**config.mk**
```make
export PLATFORM = sky130hd
export DESIGN_NAME = sram_arbiter
export DESIGN_NICKNAME = d
export VERILOG_FILES = /design/src/rtl/sram_arbiter.sv
export SDC_FILE = /design/constraint.sdc
export NUM_CORES = 1
export LEC_CHECK = 0
export BUFFER_PORTS_ARGS = -buffer_cell sky130_fd_sc_hd__buf_4
export CORE_AREA = 3 3 118 120
export DETAILED_ROUTE_END_ITERATION = 8
export DIE_AREA = 0 0 121 123
export PLACE_DENSITY = 0.68
export SYNTH_ARGS = -nofsm -noshare
export SYNTH_HDL_FRONTEND = slang
export SYNTH_SLANG_ARGS = --single-unit
```
**constraint.sdc**
```tcl
create_clock -name clk -period 1.9 [get_ports clk]
set_input_delay 0.19 -clock clk [delete_from_list [all_inputs] [get_ports clk]]
set_output_delay 0.19 -clock clk [all_outputs]
set_load 0.01 [all_outputs]
```
**src/rtl/sram_arbiter.sv**
```systemverilog
// Two-master (inst=m0, data=m1) arbiter onto a single SRAM-like slave, one transaction in flight.
// Define ARB_ROUND_ROBIN_EN for round-robin arbitration; default is fixed priority m1 over m0.
module sram_arbiter #(
    parameter int unsigned ADDR_W = 32
) (
    input  logic              clk,
    input  logic              rstn,

    input  logic              m0_req,
    input  logic              m0_wr,
    input  logic [1:0]        m0_size,
    input  logic [ADDR_W-1:0] m0_addr,
    input  logic [31:0]       m0_wdata,
    output logic [31:0]       m0_rdata,
    output logic              m0_addr_ok,
    output logic              m0_data_ok,

    input  logic              m1_req,
    input  logic              m1_wr,
    input  logic [1:0]        m1_size,
    input  logic [ADDR_W-1:0] m1_addr,
    input  logic [31:0]       m1_wdata,
    output logic [31:0]       m1_rdata,
    output logic              m1_addr_ok,
    output logic              m1_data_ok,

    output logic              s_req,
    output logic              s_wr,
    output logic [1:0]        s_size,
    output logic [ADDR_W-1:0] s_addr,
    output logic [31:0]       s_wdata,
    input  logic [31:0]       s_rdata,
    input  logic              s_addr_ok,
    input  logic              s_data_ok,

    output logic              busy
);

    typedef enum logic [1:0] {StIdle, StReq, StResp} state_e;

    state_e              state_q, state_d;
    logic                grant_q;
    logic                wr_q;
    logic [1:0]          size_q;
    logic [ADDR_W-1:0]   addr_q;
    logic [31:0]         wdata_q;

    logic any_req;
    logic win;
    logic done;
    logic load;
    logic addr_ok_g;

    assign any_req = m0_req | m1_req;

`ifdef ARB_ROUND_ROBIN_EN
    // Index of the requester that completed most recently; 0 after reset so m1 wins first.
    logic last_q;

    always_ff @(posedge clk or negedge rstn) begin
        if (!rstn) begin
            last_q <= 1'b0;
        end else if (done) begin
            last_q <= grant_q;
        end
    end

    assign win = (m0_req & m1_req) ? ~last_q : m1_req;
`else
    assign win = m1_req;
`endif

    // Completion in REQ only counts when it coincides with the address handshake.
    assign done = ((state_q == StReq) & s_addr_ok & s_data_ok) |
                  ((state_q == StResp) & s_data_ok);
    assign load = any_req & ((state_q == StIdle) | done);

    always_ff @(posedge clk or negedge rstn) begin
        if (!rstn) begin
            state_q <= StIdle;
        end else begin
            state_q <= state_d;
        end
    end

    always_comb begin
        state_d = state_q;
        unique case (state_q)
            StIdle: begin
                if (any_req) state_d = StReq;
            end
            StReq: begin
                if (s_addr_ok) begin
                    if (s_data_ok) state_d = any_req ? StReq : StIdle;
                    else           state_d = StResp;
                end
            end
            StResp: begin
                if (s_data_ok) state_d = any_req ? StReq : StIdle;
            end
            default: state_d = StIdle;
        endcase
    end

    always_ff @(posedge clk or negedge rstn) begin
        if (!rstn) begin
            grant_q <= 1'b0;
            wr_q    <= 1'b0;
            size_q  <= 2'd0;
            addr_q  <= '0;
            wdata_q <= 32'd0;
        end else if (load) begin
            grant_q <= win;
            wr_q    <= win ? m1_wr    : m0_wr;
            size_q  <= win ? m1_size  : m0_size;
            addr_q  <= win ? m1_addr  : m0_addr;
            wdata_q <= win ? m1_wdata : m0_wdata;
        end
    end

    always_comb begin
        addr_ok_g  = (state_q == StReq) & s_addr_ok;
        s_req      = (state_q == StReq);
        s_wr       = wr_q;
        s_size     = size_q;
        s_addr     = addr_q;
        s_wdata    = wdata_q;
        busy       = (state_q != StIdle);
        m0_addr_ok = addr_ok_g & ~grant_q;
        m1_addr_ok = addr_ok_g & grant_q;
        m0_data_ok = done & ~grant_q;
        m1_data_ok = done & grant_q;
        // Read data is zero while idle so reset clears it immediately.
        m0_rdata   = (state_q != StIdle) ? s_rdata : 32'd0;
        m1_rdata   = (state_q != StIdle) ? s_rdata : 32'd0;
    end

endmodule

```
# Word level (Yosys, flattened, before mapping)
# Cells that the tools add are included.
[word_totals]
regBits = 70
in_bits = 172
out_inout_bits = 137
wordCells = 37
[op_classes]
n_eq_ne = 5
mux = 11
bitwise_logic = 12
reduce_logical = 3
[op_table]
columns = ["op", "count"]
rows = [
  ["2-to-1 mux 32 bit", 3],
  ["2-to-1 mux 2 bit", 5],
  ["bitwise AND 1 bit", 8],
  ["case mux 2 bit (3 select lines)", 1],
  ["inequality test 2 bit, second input constant", 2],
  ["OR 1 bit", 3],
  ["AND reduction 3 bit", 1],
  ["== test 2 x 1 -> 1 bit, second input constant", 1],
  ["== test 2 bit, second input constant", 1],
  ["zero test 2 bit", 1],
  ["2-to-1 mux 1 bit", 2],
  ["inequality test 2 x 1 -> 1 bit, second input constant", 1],
  ["nonzero test 2 bit", 1],
  ["inverter 1 bit", 1],
]

# Longest topological paths before layout
[depth]
word_depth = 6
depth_mapped = 5
depth_no_buf = 3

# Worst setup path before layout
# OpenSTA, ideal clock, no wires.
[synth_timing]
kind = "register to register"
start = "register state_q[1]"
end = "register wdata_q[18] (netlist: s_wdata[18])"
setup_time_ns = 0.125
t_arrival_ns = 1.444
required_time_ns = 1.775
path_slack_ns = 0.331
stages_incl_launch_ff = 6
path_buffers = 2
synth_period_minus_slack_ns = 1.569
cell_sequence = "dfrtp_1 o21bai_1 o221a_2 buf_6 buf_6 mux2_4"
[synth_between]
elab_chain_cells = 6
word_cells_on_any_way = 9
cone_classes = "2 x eq/ne; 6 x bitwise; 1 x reduce/logical"
[synth_rtl]
columns = ["element", "line_no", "source"]
rows = [
  ["from (decl)", "41", "state_e state_q, state_d;"],
  ["from (signal assigned)", "80", "state_q <= StIdle;"],
  ["from (signal assigned)", "82", "state_q <= state_d;"],
  ["== test 2 x 1 -> 1 bit", "74", "assign done = ((state_q == StReq) & s_addr_ok & s_data_ok) |"],
  ["bitwise AND 1 bit (2 in series)", "74", ""],
  ["OR 1 bit", "74", ""],
  ["OR 1 bit (*)", "76", "assign load = any_req & ((state_q == StIdle) | done);"],
  ["bitwise AND 1 bit (*)", "76", ""],
  ["to (signal assigned)", "117", "wdata_q <= win ? m1_wdata : m0_wdata;"],
  ["to (decl)", "46", "logic [31:0] wdata_q;"],
]
# Mark *: on every way between the ends. The rest lies on a longest branch, timed or not.
# A chain may end at the register's enable or synchronous reset.

# Final worst setup path
[layout_timing]
start = "register state_q[1]"
end = "register wdata_q[7] (netlist: s_wdata[7])"
# Same word-level chain as after synthesis.

==> run_results.csv <==
group,metric,value,unit
status,status,"finished, final reports clean",
floorplan,core_area,0.01309,sq mm
cells_and_area,antenna_cells,0,
clock_network,clock_latency,0.32,ns
sta,clock.fmax,579.3,MHz
sta,drv_slew,0,
global_route,grt_pass1_wl,19000,microns
sta,final.period_utilization,0.9085,
floorplan,placementRows,42,
yosys,syn_area,0.003994,sq mm
cells_and_area,fillers,1206,
sta,fin_ws,0.1739,ns
setup_path,crit_required,2.10,ns
placed_design,placed_area,0.006322,sq mm
setup_path,ff2ff_setup_slack,0.17,ns
cells_and_area,area_growth_syn_to_layout,66.17,%
floorplan,ios,309,
placed_design,portBuffers,308,
detailed_routing,remaining_drc_errors,0,
setup_path,crit_fanout,29,
setup_path,cp_slowest_cell,"dfrtp_1",
yosys,ys_async_sr_fraction,1.000,
cells_and_area,final_nets,756,
sta,setup_violations,0,
global_route,grtUsageTotal,0.1681,
floorplan,die_w,121,microns
sta,worst_slew_pin_slew,0.4917,ns
clock_network,cts_buffer_depth,2,
clock_network,h-tree-depth,3,
placed_design,place_inst,748,
floorplan,die_area,0.01488,sq mm
detailed_routing,wl_per_cell,17.23,microns
sta,final-hold-violation-count,0,
yosys,synth_cell_types,20,
global_route,grt_pass1_vias,3574,
sta,fin_setup_tns,0,ns
setup_path,cp_cell_sequence,"o21bai_1 -> o221a_4 -> buf_12 -> mux2_2",
clock_network,cts_tree,"built",
placed_design,routabilityCongestion,0.8319,
yosys,syn-num-nets,479,
yosys,synth_area_leaders,"dfrtp_1, mux2_2, mux2_4, buf_4, nor2b_1",
power_and_ir_drop,leakagePower,3.277,nW
detailed_routing,dr.pass1.iters,4,
setup_path,start_kind,"flip-flop",
placed_design,post-dp-hpwl,11050,microns
global_route,grt_max_degree,37,
sta,relSlewSlack,0.6722,
cells_and_area,finalInstanceArea,0.006636,sq mm
detailed_routing,ant_nets,0,
setup_path,path_class,"reg2reg",
flow_run,drv_cap,0,
setup_path,end_kind,"flip-flop",
yosys,synth_warnings,0,
clock_network,clk_pin_slew,0.05,ns
yosys,syn_avg_cell_area,13.01,sq um
detailed_routing,vias,3416,
clock_network,cts-root-buf,"clkbuf_16",
setup_path,cp.arrival,1.93,ns
detailed_routing,via_per_inst,4.465,
yosys,ys_ff_latch,70,
yosys,synth_edf_count,0,
placed_design,dp_slack,0.1949,ns
power_and_ir_drop,power_density,1229,mW/mm^2
setup_path,max_stage_delay,0.43,ns
floorplan,die_y,123,microns
global_route,antenna_found_initial,0,
yosys,synth_top_area_frac,0.4386,
yosys,yosysTopAreaCell,"dfrtp_1",
yosys,ys.flop_type,"dfrtp_1",
floorplan,start_util,0.3052,
yosys,yosysSeqAreaShare,0.4386,
yosys,synth_cells,307,
yosys,synth_most_common_cell,"mux2_2",
yosys,synthTopCellsByCount,"mux2_2, dfrtp_1, nor2b_1",
cells_and_area,ff_latch_area,0.001752,sq mm
sta,fin_skew,0.006667,ns
sta,rsz0062_at_grt,"false",
cells_and_area,multiInputGateArea,0.001894,sq mm
detailed_routing,wl,13180,microns
sta,fin_crit,1.726,ns
clock_network,cts_made_buffers,9,
worst_hold_path,hold_class,"in2reg",
global_route,grt_overflow,0,
cells_and_area,final_cells,765,
cells_and_area,drive_above_1_share,0.7946,
clock_network,cts_setup_buffers,0,
power_and_ir_drop,ir_drop,576.5,uV
detailed_routing,drtIter0Drc,43,
clock_network,clock-sinks,70,
[per-stage QoR]
stage               hold WS [ns]  power, mW  utilization
finish                   0.04085      8.157       0.5072
global route             0.03860      8.626       0.5072
CTS                      0.02197      8.289       0.5070
detailed placement        0.1907      6.568       0.4832
global placement          0.1846      6.485       0.4832
floorplan                -0.1056      4.528            -
[cell families (layout without fill, tap and decap cells)]
family / Yosys count / in the layout / synth area share
AO/OA/AOI/OAI: 9 / 9 / 0.01723
buffers and inverters: 55 / 337 / 0.09054
flip-flops: 70 / 70 / 0.4386
multiplexers: 134 / 134 / 0.3957
AND/OR/NAND/NOR: 39 / 39 / 0.05796
[path summary, 6_finish.rpt]
kind                       startpoint         end  cells past startpoint
setup / recovery           state_q[1]  s_wdata[7]                      4
setup reg to reg           state_q[1]  s_wdata[7]                      4
max in group asynchronous        rstn  s_addr[30]                      3
min in group asynchronous        rstn  s_wdata[0]                      2
hold reg to reg            s_addr[25]  s_addr[25]                      1
hold / removal              s_data_ok  state_q[1]                      2
[cells in the final DEF, fill, tap and decap left out]
| cell | n |
|---|---|
| a211oi_1 | 2 |
| a21o_1 | 1 |
| a21oi_1 | 1 |
| buf_12 | 6 |
| buf_4 | 309 |
| bufinv_16 | 1 |
| clkbuf_1 | 1 |
| clkbuf_16 | 9 |
| clkbuf_8 | 2 |
| clkinv_2 | 3 |
| dfrtp_1 | 70 |
| dlygate4sd3_1 | 1 |
| inv_1 | 4 |
| inv_2 | 1 |
| mux2_2 | 115 |
| mux2_4 | 19 |
| nand2_1 | 2 |
| nor2_1 | 2 |
| nor2_2 | 1 |
| nor2b_1 | 33 |
| nor2b_2 | 1 |
| o211a_1 | 1 |
| o211ai_1 | 1 |
| o21ai_0 | 1 |
| o21bai_1 | 1 |
| o221a_4 | 1 |
[where the power goes]
part	internal [mW]	switching [mW]	total (mW)	leakage (nW)
combinational	2.32	1.65	3.97	2.31
clock	1.08	0.578	1.66	0.152
sequential	2.14	0.382	2.53	0.817
[critical path: cells and delay by family (launching register included)]
family	cells	cell delay [ns]
AO/OA/AOI/OAI	2	0.60
flip-flops	1	0.43
multiplexers	1	0.36
buffers and inverters	1	0.21
[sequential cells by signal, indices dropped and copies added, names as in the netlist]
signal and count:
s_addr 32, s_wdata 32, s_size 2, state_q 2
grant_q 1, s_wr 1
[cell type report]
class | count | share of cell area
Timing Repair Buffer | 316 | 0.3692
Multi-Input combinational cell | 182 | 0.2854
Sequential cell | 70 | 0.2640
Clock buffer | 12 | 0.03865
Tap cell | 176 | 0.03318
Clock inverter | 4 | 0.006787
Inverter | 5 | 0.002828
[repair_timing]
item	in CTS	in global routing
gates resized for setup	0	1
setup endpoints to repair	0	2
hold buffers	1	0
endpoints found under the hold margin	35	0
[metal layers]
metal / global-route usage / wire length, microns
met1: 0.1684 / 4435
met2: 0.3334 / 7440
met3: 0.05124 / 1206
met4: 0.04533 / 96
met5: 0 / 0
(Power assumes the default switching activity.)
